[src/rtl/fpu_mult_param.sv]
// Parameterised IEEE-style floating-point multiplier with a 3-stage valid/ready pipeline.
// Subnormals flush to zero; rounding is round-to-nearest-even; one global stall enable.
module fpu_mult_param #(
    parameter int EXP_W = 5,
    parameter int MAN_W = 10
) (
    input  logic        clk,
    input  logic        rst,
    input  logic        in_valid,
    output logic        in_ready,
    input  logic [31:0] a,
    input  logic [31:0] b,
    output logic        out_valid,
    input  logic        out_ready,
    output logic [31:0] result,
    output logic [3:0]  flags
);
    localparam int FW = 1 + EXP_W + MAN_W;
    localparam int SW = EXP_W + 2;
    localparam int PW = 2 * (MAN_W + 1);
    localparam logic [EXP_W-1:0]        EXP_ONES = '1;
    localparam logic signed [SW-1:0]    BIAS     = SW'((1 << (EXP_W - 1)) - 1);
    localparam logic signed [SW-1:0]    EXP_MAX  = SW'((1 << EXP_W) - 1);
    localparam logic signed [SW-1:0]    EXP_ZERO = '0;
    localparam logic [FW-1:0]           QNAN     = {1'b0, EXP_ONES, 1'b1, {(MAN_W-1){1'b0}}};

    logic en_s;

    // S1: unpack/classify registers
    logic                 s1_valid_r, s1_sign_r, s1_special_r;
    logic [EXP_W-1:0]     s1_exp_a_r, s1_exp_b_r;
    logic [MAN_W:0]       s1_man_a_r, s1_man_b_r;
    logic [FW-1:0]        s1_spec_res_r;
    logic [3:0]           s1_spec_flags_r;
    // S2: multiply/exponent-sum registers
    logic                 s2_valid_r, s2_sign_r, s2_special_r;
    logic signed [SW-1:0] s2_exp_r;
    logic [PW-1:0]        s2_prod_r;
    logic [FW-1:0]        s2_spec_res_r;
    logic [3:0]           s2_spec_flags_r;
    // S3: packed result registers
    logic                 s3_valid_r;
    logic [FW-1:0]        s3_res_r;
    logic [3:0]           s3_flags_r;

    assign en_s      = !s3_valid_r || out_ready;
    assign in_ready  = en_s;
    assign out_valid = s3_valid_r;
    assign result    = 32'(s3_res_r);
    assign flags     = s3_flags_r;

    // S1 combinational: field extraction and special-operand resolution
    logic                 sign_a_s, sign_b_s;
    logic [EXP_W-1:0]     exp_a_s, exp_b_s;
    logic [MAN_W-1:0]     man_a_s, man_b_s;
    logic                 zero_a_s, zero_b_s, inf_a_s, inf_b_s, nan_a_s, nan_b_s, snan_a_s, snan_b_s;
    logic                 special_s;
    logic [FW-1:0]        spec_res_s;
    logic [3:0]           spec_flags_s;

    assign sign_a_s = a[FW-1];
    assign sign_b_s = b[FW-1];
    assign exp_a_s  = a[FW-2:MAN_W];
    assign exp_b_s  = b[FW-2:MAN_W];
    assign man_a_s  = a[MAN_W-1:0];
    assign man_b_s  = b[MAN_W-1:0];
    assign zero_a_s = (exp_a_s == '0);
    assign zero_b_s = (exp_b_s == '0);
    assign inf_a_s  = (exp_a_s == EXP_ONES) && (man_a_s == '0);
    assign inf_b_s  = (exp_b_s == EXP_ONES) && (man_b_s == '0);
    assign nan_a_s  = (exp_a_s == EXP_ONES) && (man_a_s != '0);
    assign nan_b_s  = (exp_b_s == EXP_ONES) && (man_b_s != '0);
    assign snan_a_s = nan_a_s && !man_a_s[MAN_W-1];
    assign snan_b_s = nan_b_s && !man_b_s[MAN_W-1];

    // Special-case priority: NaN / invalid, then infinity, then zero (subnormals count as zero)
    always_comb begin
        special_s    = 1'b0;
        spec_res_s   = '0;
        spec_flags_s = 4'b0000;
        if (nan_a_s || nan_b_s || (inf_a_s && zero_b_s) || (zero_a_s && inf_b_s)) begin
            special_s    = 1'b1;
            spec_res_s   = QNAN;
            spec_flags_s = {((inf_a_s && zero_b_s) || (zero_a_s && inf_b_s) || snan_a_s || snan_b_s),
                            3'b000};
        end else if (inf_a_s || inf_b_s) begin
            special_s    = 1'b1;
            spec_res_s   = {sign_a_s ^ sign_b_s, EXP_ONES, {MAN_W{1'b0}}};
        end else if (zero_a_s || zero_b_s) begin
            special_s    = 1'b1;
            spec_res_s   = {sign_a_s ^ sign_b_s, {(FW-1){1'b0}}};
        end else begin
            special_s    = 1'b0;
        end
    end

    // S2 combinational: significand product and unbiased-sum exponent
    logic [PW-1:0]        prod_s;
    logic signed [SW-1:0] exp_sum_s;

    assign prod_s    = PW'(s1_man_a_r) * PW'(s1_man_b_r);
    assign exp_sum_s = $signed({2'b00, s1_exp_a_r}) + $signed({2'b00, s1_exp_b_r}) - BIAS;

    // S3 combinational: normalise, round to nearest even, range check and pack
    logic [PW-2:0]        norm_s;
    logic [MAN_W-1:0]     mant_s;
    logic                 guard_s, sticky_s, round_up_s;
    logic [MAN_W:0]       mant_rnd_s;
    logic signed [SW-1:0] exp_fin_s;
    logic [FW-1:0]        res_s;
    logic [3:0]           flags_s;

    assign norm_s     = s2_prod_r[PW-1] ? s2_prod_r[PW-1:1] : s2_prod_r[PW-2:0];
    assign mant_s     = norm_s[PW-3 -: MAN_W];
    assign guard_s    = norm_s[PW-3-MAN_W];
    assign sticky_s   = (|norm_s[PW-4-MAN_W:0]) || (s2_prod_r[PW-1] && s2_prod_r[0]);
    assign round_up_s = guard_s && (sticky_s || mant_s[0]);
    assign mant_rnd_s = {1'b0, mant_s} + (MAN_W+1)'(round_up_s);
    assign exp_fin_s  = s2_exp_r + $signed({{(SW-1){1'b0}}, s2_prod_r[PW-1]})
                                 + $signed({{(SW-1){1'b0}}, mant_rnd_s[MAN_W]});

    // Final result selection for the S3 register
    always_comb begin
        res_s   = '0;
        flags_s = 4'b0000;
        if (s2_special_r) begin
            res_s   = s2_spec_res_r;
            flags_s = s2_spec_flags_r;
        end else if (exp_fin_s >= EXP_MAX) begin
            res_s   = {s2_sign_r, EXP_ONES, {MAN_W{1'b0}}};
            flags_s = 4'b0101;
        end else if (exp_fin_s <= EXP_ZERO) begin
            res_s   = {s2_sign_r, {(FW-1){1'b0}}};
            flags_s = 4'b0011;
        end else begin
            res_s   = {s2_sign_r, exp_fin_s[EXP_W-1:0], mant_rnd_s[MAN_W-1:0]};
            flags_s = {3'b000, guard_s || sticky_s};
        end
    end

    logic unused_s;
    assign unused_s = norm_s[PW-2];
    if (FW < 32) begin : g_unused_hi
        logic unused_hi_s;
        assign unused_hi_s = ^{a[31:FW], b[31:FW]};
    end

    // Pipeline registers: synchronous reset clears valids and outputs, all stages hold on stall
    always_ff @(posedge clk) begin
        if (rst) begin
            s1_valid_r      <= 1'b0;
            s2_valid_r      <= 1'b0;
            s3_valid_r      <= 1'b0;
            s3_res_r        <= '0;
            s3_flags_r      <= 4'b0000;
            s1_sign_r       <= 1'b0;
            s1_special_r    <= 1'b0;
            s1_exp_a_r      <= '0;
            s1_exp_b_r      <= '0;
            s1_man_a_r      <= '0;
            s1_man_b_r      <= '0;
            s1_spec_res_r   <= '0;
            s1_spec_flags_r <= 4'b0000;
            s2_sign_r       <= 1'b0;
            s2_special_r    <= 1'b0;
            s2_exp_r        <= '0;
            s2_prod_r       <= '0;
            s2_spec_res_r   <= '0;
            s2_spec_flags_r <= 4'b0000;
        end else if (en_s) begin
            s1_valid_r      <= in_valid;
            s1_sign_r       <= sign_a_s ^ sign_b_s;
            s1_special_r    <= special_s;
            s1_exp_a_r      <= exp_a_s;
            s1_exp_b_r      <= exp_b_s;
            s1_man_a_r      <= {1'b1, man_a_s};
            s1_man_b_r      <= {1'b1, man_b_s};
            s1_spec_res_r   <= spec_res_s;
            s1_spec_flags_r <= spec_flags_s;

            s2_valid_r      <= s1_valid_r;
            s2_sign_r       <= s1_sign_r;
            s2_special_r    <= s1_special_r;
            s2_exp_r        <= exp_sum_s;
            s2_prod_r       <= prod_s;
            s2_spec_res_r   <= s1_spec_res_r;
            s2_spec_flags_r <= s1_spec_flags_r;

            s3_valid_r      <= s2_valid_r;
            s3_res_r        <= res_s;
            s3_flags_r      <= flags_s;
        end
    end
endmodule

[config.mk]
export PLATFORM = sky130hd
export DESIGN_NAME = fpu_mult_param
export DESIGN_NICKNAME = d
export VERILOG_FILES = /design/src/rtl/fpu_mult_param.sv
export SDC_FILE = /design/constraint.sdc
export NUM_CORES = 1
export LEC_CHECK = 0
export BUFFER_PORTS_ARGS = -buffer_cell sky130_fd_sc_hd__buf_2
export CORE_UTILIZATION = 50
export DETAILED_ROUTE_END_ITERATION = 10
export PLACE_DENSITY_LB_ADDON = 0.08
export SETUP_SLACK_MARGIN = 0.05
export SLEW_MARGIN = 40
export SYNTH_ARGS = -nofsm -noshare
export SYNTH_HDL_FRONTEND = slang
export SYNTH_SLANG_ARGS = --single-unit
[constraint.sdc]
create_clock -name clk -period 5.1 [get_ports clk]
set_input_delay 0.51 -clock clk [delete_from_list [all_inputs] [get_ports clk]]
set_output_delay 0.51 -clock clk [all_outputs]
set_load 0.01 [all_outputs]
# [After elaboration in Yosys (flattened, before gate mapping)]
# Cells that the tools add are included.
[totals] register_bits=128 out_inout_bits=38
[op_classes] n_addsub=5 n_mul=1 magnitude_cmp=2 eq_ne=2 n_mux=14 bitwise_logic=1 reduce_logical=32
[op_table] operator="$mux 16" n=4
[op_table] operator="$mux 15" n=2
[op_table] operator="$mul 11x11->22" n=1
[op_table] operator="$logic_not 10->1" n=2
[op_table] operator="$mux 20" n=1
[op_table] operator="$reduce_bool 10->1" n=2
[op_table] operator="$add 7x2->7" n=2
[op_table] operator="$logic_or 1x1->1" n=12
[op_table] operator="$add 10x1->11" n=1
[op_table] operator="$eq 5x5->1 const B" n=2
[op_table] operator="$logic_and 1x1->1" n=10
[op_table] operator="$logic_not 5->1" n=2
[op_table] operator="$reduce_or 9->1" n=1
[op_table] operator="$mux 4" n=2
[op_table] operator="$ge 7x6->1 const B" n=1
[op_table] operator="$le 7x1->1 const B" n=1
[op_table] operator="$sub 6x4->7 const B" n=1
[op_table] operator="$add 5x5->6" n=1
[op_table] operator="$logic_not 1->1" n=3
[op_table] operator="$mux 1" n=3
[op_table] operator="$mux 3" n=1
[op_table] operator="$mux 2" n=1
[op_table] operator="$xor 1x1->1" n=1

# [Logic depth before layout (Yosys ltp)]
[logic_depth] depth_word=11 mapped_depth=21 ltp_nobuf=20

# [Least setup slack after synthesis]
# OpenSTA, ideal clock, no wires.
[synth_timing] path_type="reg-to-reg" startpoint="register s1_man_b_r[4]" endpoint="register s2_prod_r[20]" setup_time_ns=0.130 arrival_time_ns=4.875 slack_ns=0.095 path_stages_with_launch=18 cell_sequence="dfxtp_1 clkbuf_1 nand2_1 fa_1 fa_1 fa_1 inv_1 fa_1 inv_1 fa_1 inv_1 ha_1 a2111oi_2 a211oi_2 and2_1 o311ai_2 mux2i_1 o311ai_1"
[synth_between] elab_chain_len=1
[synth_rtl] element="start, declared" line_no="32" text="logic [MAN_W:0] s1_man_a_r, s1_man_b_r;"
[synth_rtl] element="start signal, assigned" line_no="177" text="s1_man_b_r <= {1'b1, man_b_s};"
[synth_rtl] element="$mul 11x11->22" line_no="101" text="assign prod_s = PW'(s1_man_a_r) * PW'(s1_man_b_r);"
[synth_rtl] element="end signal, assigned" line_no="185" text="s2_prod_r <= prod_s;"
[synth_rtl] element="end, declared" line_no="38" text="logic [PW-1:0] s2_prod_r;"
# No other way between the ends.
# A chain may end at the register's enable or synchronous reset.

# [Final worst setup path]
# Same ends and word-level chain as after synthesis.

==> results.md <==
* Worst vdd ir at 0.177 mV
* Synthesis-stage register bit count at 95
* Final Core Density at 0.571
* Post-synthesis cell area at 8680 um2
* CTS Sinks at 95
* Synthesized netlist cell count at 1046
* DP HPWL at 15000 um
* Global route overflow at 0
* Area leader, netlist: dfxtp_1
* R2r setup slk at 0.25 ns
* Leakage at 4.50 nW
* Final Hold Viols at 0
* Hold crit path type: in2reg
* Clk_lat worst skew at between 0.3 and 0.4 ns
* Total track usage at 0.233
* Total number of vias at roughly 7000
* Slowest-stage cell, CP: fa_1
* Drt drc at 0
* Worst Clk Skew at 0.0113 ns
* Async S/R FF share, synth at 0
* Library cells used by synthesis at 79
* Setup violators final at 0
* CTS tree: built
* Top cells by count, synth: nand2_1 (198), inv_1 (127), dfxtp_1 (95)
* Largest delay share family, worst path: adder cells
* GPL Wtd Cong at 0.836
* Post-synth EDFFs at 0
* CP most frequent cell: fa_1
* Cell Pwr Density at roughly 250 nW/um2
* Hold EP: s1_valid_r
* Via density at approximately 5.3
* Slew Limit Fails at 0
* Router iterations before antenna repair at 4
* DIE HEIGHT at 134 um
* CP Cell Sequence: buf_6 -> nand2_1 -> fa_1 -> inv_1 -> fa_1 -> fa_1 -> fa_1 -> inv_1 -> fa_1 -> inv_1 -> ha_4 -> a2111oi_4 -> a211oi_2 -> and2_1 -> o311ai_4 -> mux2i_1 -> o311ai_1
* Initial DRC count at 373
* Avg Cell Area, Syn at 8.30 um2
* Min-Delay Path Depth at 3
* Count leader, synth: nand2_1
* ANT cells at 0
* Die W at about 130 um
* Layout overhead on the synthesized area at 10.3%
* DRT Wirelength at about 20000 um
* CP max stage delay at 0.52 ns
* Core area at around 17000 um2
* Hold_buf cts at 0
* First-pass GRT wire length at 33400 um
* Num rows at 47
* Hold slack at between 0.3 and 0.4 ns
* H-tree levels at 3
* Fill count at about 1600
* Worst R2R End: s2_prod_r[20]
* Worst EP arrival at 5.07 ns
* Register area share after synthesis at 0.219
* Synth top area cells: dfxtp_1 (22%), fa_1 (19%), ha_1 (10%), nand2_1 (8.6%), inv_1 (5.5%)
* ANT nets after route at 0
* PnR worst setup slack at 0.250 ns
* Rel. slew slack at 0.505
* Clk slew on worst S/H paths at 0.07 ns
* Crit start category: flop
* CP Class: reg2reg
* Main flop type after synthesis: dfxtp_1
* RR Startpoint: s1_man_b_r[4]
* Pin count of the biggest net entering global routing at 74
* Buffers on Ports at 57
* Crit path buf inv count at 4
* Fraction of layout cells with a size suffix above 1 at 0.144
* CP endpoint kind: flop
* # placed instances at 1299
* R2r worst-path depth at 17
* Full die area at 17900 um2
* Tmin final at 4.85 ns
* Critical path peak fanout at 11
* Synthesis Warnings at 0
* Initial Util at 0.518
* Root buf cell: clkbuf_16
* Final period util at 0.951
* Hold Startpoint: in_valid
* Initial antenna violation count at 0
* Vias in the first global route at 6902
* Max Cap Viol at 0
* Total CTS buffers at 9
* Final non-filler cell total at 1314
* Clk buf depth at 2
* Pre-CTS WS at approximately 0.024 ns
* Req. time, crit path at around 5.3 ns
* Nets@finish at 1312
* Ports at 106
* Unrepaired setup endpoints after global routing: yes
* Routed len/inst at about 15 um
* Slew @ Worst Pin at approximately 0.74 ns
* Fmax at about 0.21 GHz
* Share of the synthesized area in the top cell type at 0.219
* Run status: completed
[registers in the layout (all words and copies together) (netlist names), 3 cells and up]
name           cells
flags              4
s1_exp_a_r         5
s1_exp_b_r         5
s1_man_a_r        11
s1_man_b_r        10
s1_spec_res_r      3
s2_exp_r           7
s2_prod_r         22
s2_spec_res_r      3
s3_res_r          16
[cell families (layout without fill, tap and decap cells)]
logic type | after synthesis | after routing | share of synthesized area
and+or+nand+nor | 375 | 375 | 0.206
other | 1 | 16 | 0.000432
DFF | 95 | 95 | 0.219
adders and majority gates | 154 | 154 | 0.293
xor gates and xnor gates | 24 | 24 | 0.0242
muxes | 10 | 10 | 0.0117
buffers and inverters | 204 | 237 | 0.104
AOI/OAI and AO/OA | 183 | 183 | 0.142
[what timing repair did]
action / in CTS / in global routing
pin swaps: 0 / 1
resized for setup: 3 / 30
endpoints found under the setup margin: 3 / 10
buffers inserted: 0 / 0
[cells in the final DEF, fill, tap and decap left out, types with 10 or more instances in the layout]
| master | n |
|---|---|
| conb_1 | 16 |
| nand3_1 | 10 |
| o21ai_0 | 11 |
| xnor2_1 | 19 |
| ha_1 | 69 |
| inv_1 | 127 |
| a211oi_1 | 11 |
| buf_2 | 57 |
| nor2_1 | 41 |
| and2_1 | 66 |
| fa_1 | 82 |
| nand2_1 | 198 |
| buf_4 | 33 |
| a21oi_1 | 79 |
| o21ai_1 | 11 |
| dfxtp_1 | 87 |
[worst max-delay path by stage]
| stage | from | end | slack, ns | cells after the start |
|---|---|---|---|---|
| final | s1_man_b_r[4] | s2_prod_r[20] | 0.25 | 17 |
| after global routing | s1_man_b_r[7] | s2_prod_r[16] | -0.01 | 18 |
| after CTS | s1_man_b_r[4] | s2_prod_r[20] | 0.06 | 17 |
| after detailed placement | s1_man_b_r[5] | s2_prod_r[20] | 0.02 | 16 |
| after global placement | s1_man_b_r[5] | s2_prod_r[20] | 0.06 | 16 |
| after floorplan | s1_man_b_r[4] | s2_prod_r[20] | 0.09 | 17 |
[routing by layer]
layer / up-vias / track usage / routed length (um) / part of all wire
met5: - / 0 / 0 / 0
met2: 116 / 0.379 / 9010 / 0.46
met4: 0 / 0.0524 / 195 / 0.0099
met1: 3369 / 0.327 / 9780 / 0.50
met3: 15 / 0.0344 / 669 / 0.034
li1: 3467 / - / - / -
[power by group]
group / switching (W) / total [W] / internal (W) / leakage (nW)
Clock: 0.000325 / 0.000673 / 0.000348 / 0.137
Sequential: 0.0000749 / 0.000887 / 0.000812 / 0.786
Combinational: 0.000464 / 0.000806 / 0.000342 / 3.58
[area by class of cell]
| type | count | area (um2) | area share |
|---|---|---|---|
| Inverter | 129 | 484 | 0.0506 |
| Clock inverter | 5 | 41.3 | 0.00431 |
| Timing Repair Buffer | 93 | 567 | 0.0592 |
| Multi-Input combinational cell | 762 | 6050 | 0.632 |
| Sequential cell | 95 | 1910 | 0.200 |
| Clock buffer | 10 | 239 | 0.0250 |
| Tap cell | 220 | 275 | 0.0288 |
[worst register-to-register path: stages (launching register included)]
cell	delay, ns
dfxtp_1	0.35
buf_6	0.17
nand2_1	0.08
fa_1	0.49
inv_1	0.06
fa_1	0.42
fa_1	0.52
fa_1	0.49
inv_1	0.05
fa_1	0.52
inv_1	0.06
ha_4	0.26
a2111oi_4	0.33
a211oi_2	0.08
and2_1	0.22
o311ai_4	0.27
mux2i_1	0.23
o311ai_1	0.11
[stage by stage]
step	TNS (ns)	total power (W)	instance area (um2)
2_1_floorplan	0	0.00147	8740
3_3_place_gp	0	0.00166	9160
3_5_place_dp	0	0.00167	9160
4_1_cts	0	0.00235	9450
5_1_grt	-0.0114	0.00253	9570
6_report	0	0.00237	9570
No activity file was read; power rests on OpenSTA's default activity.
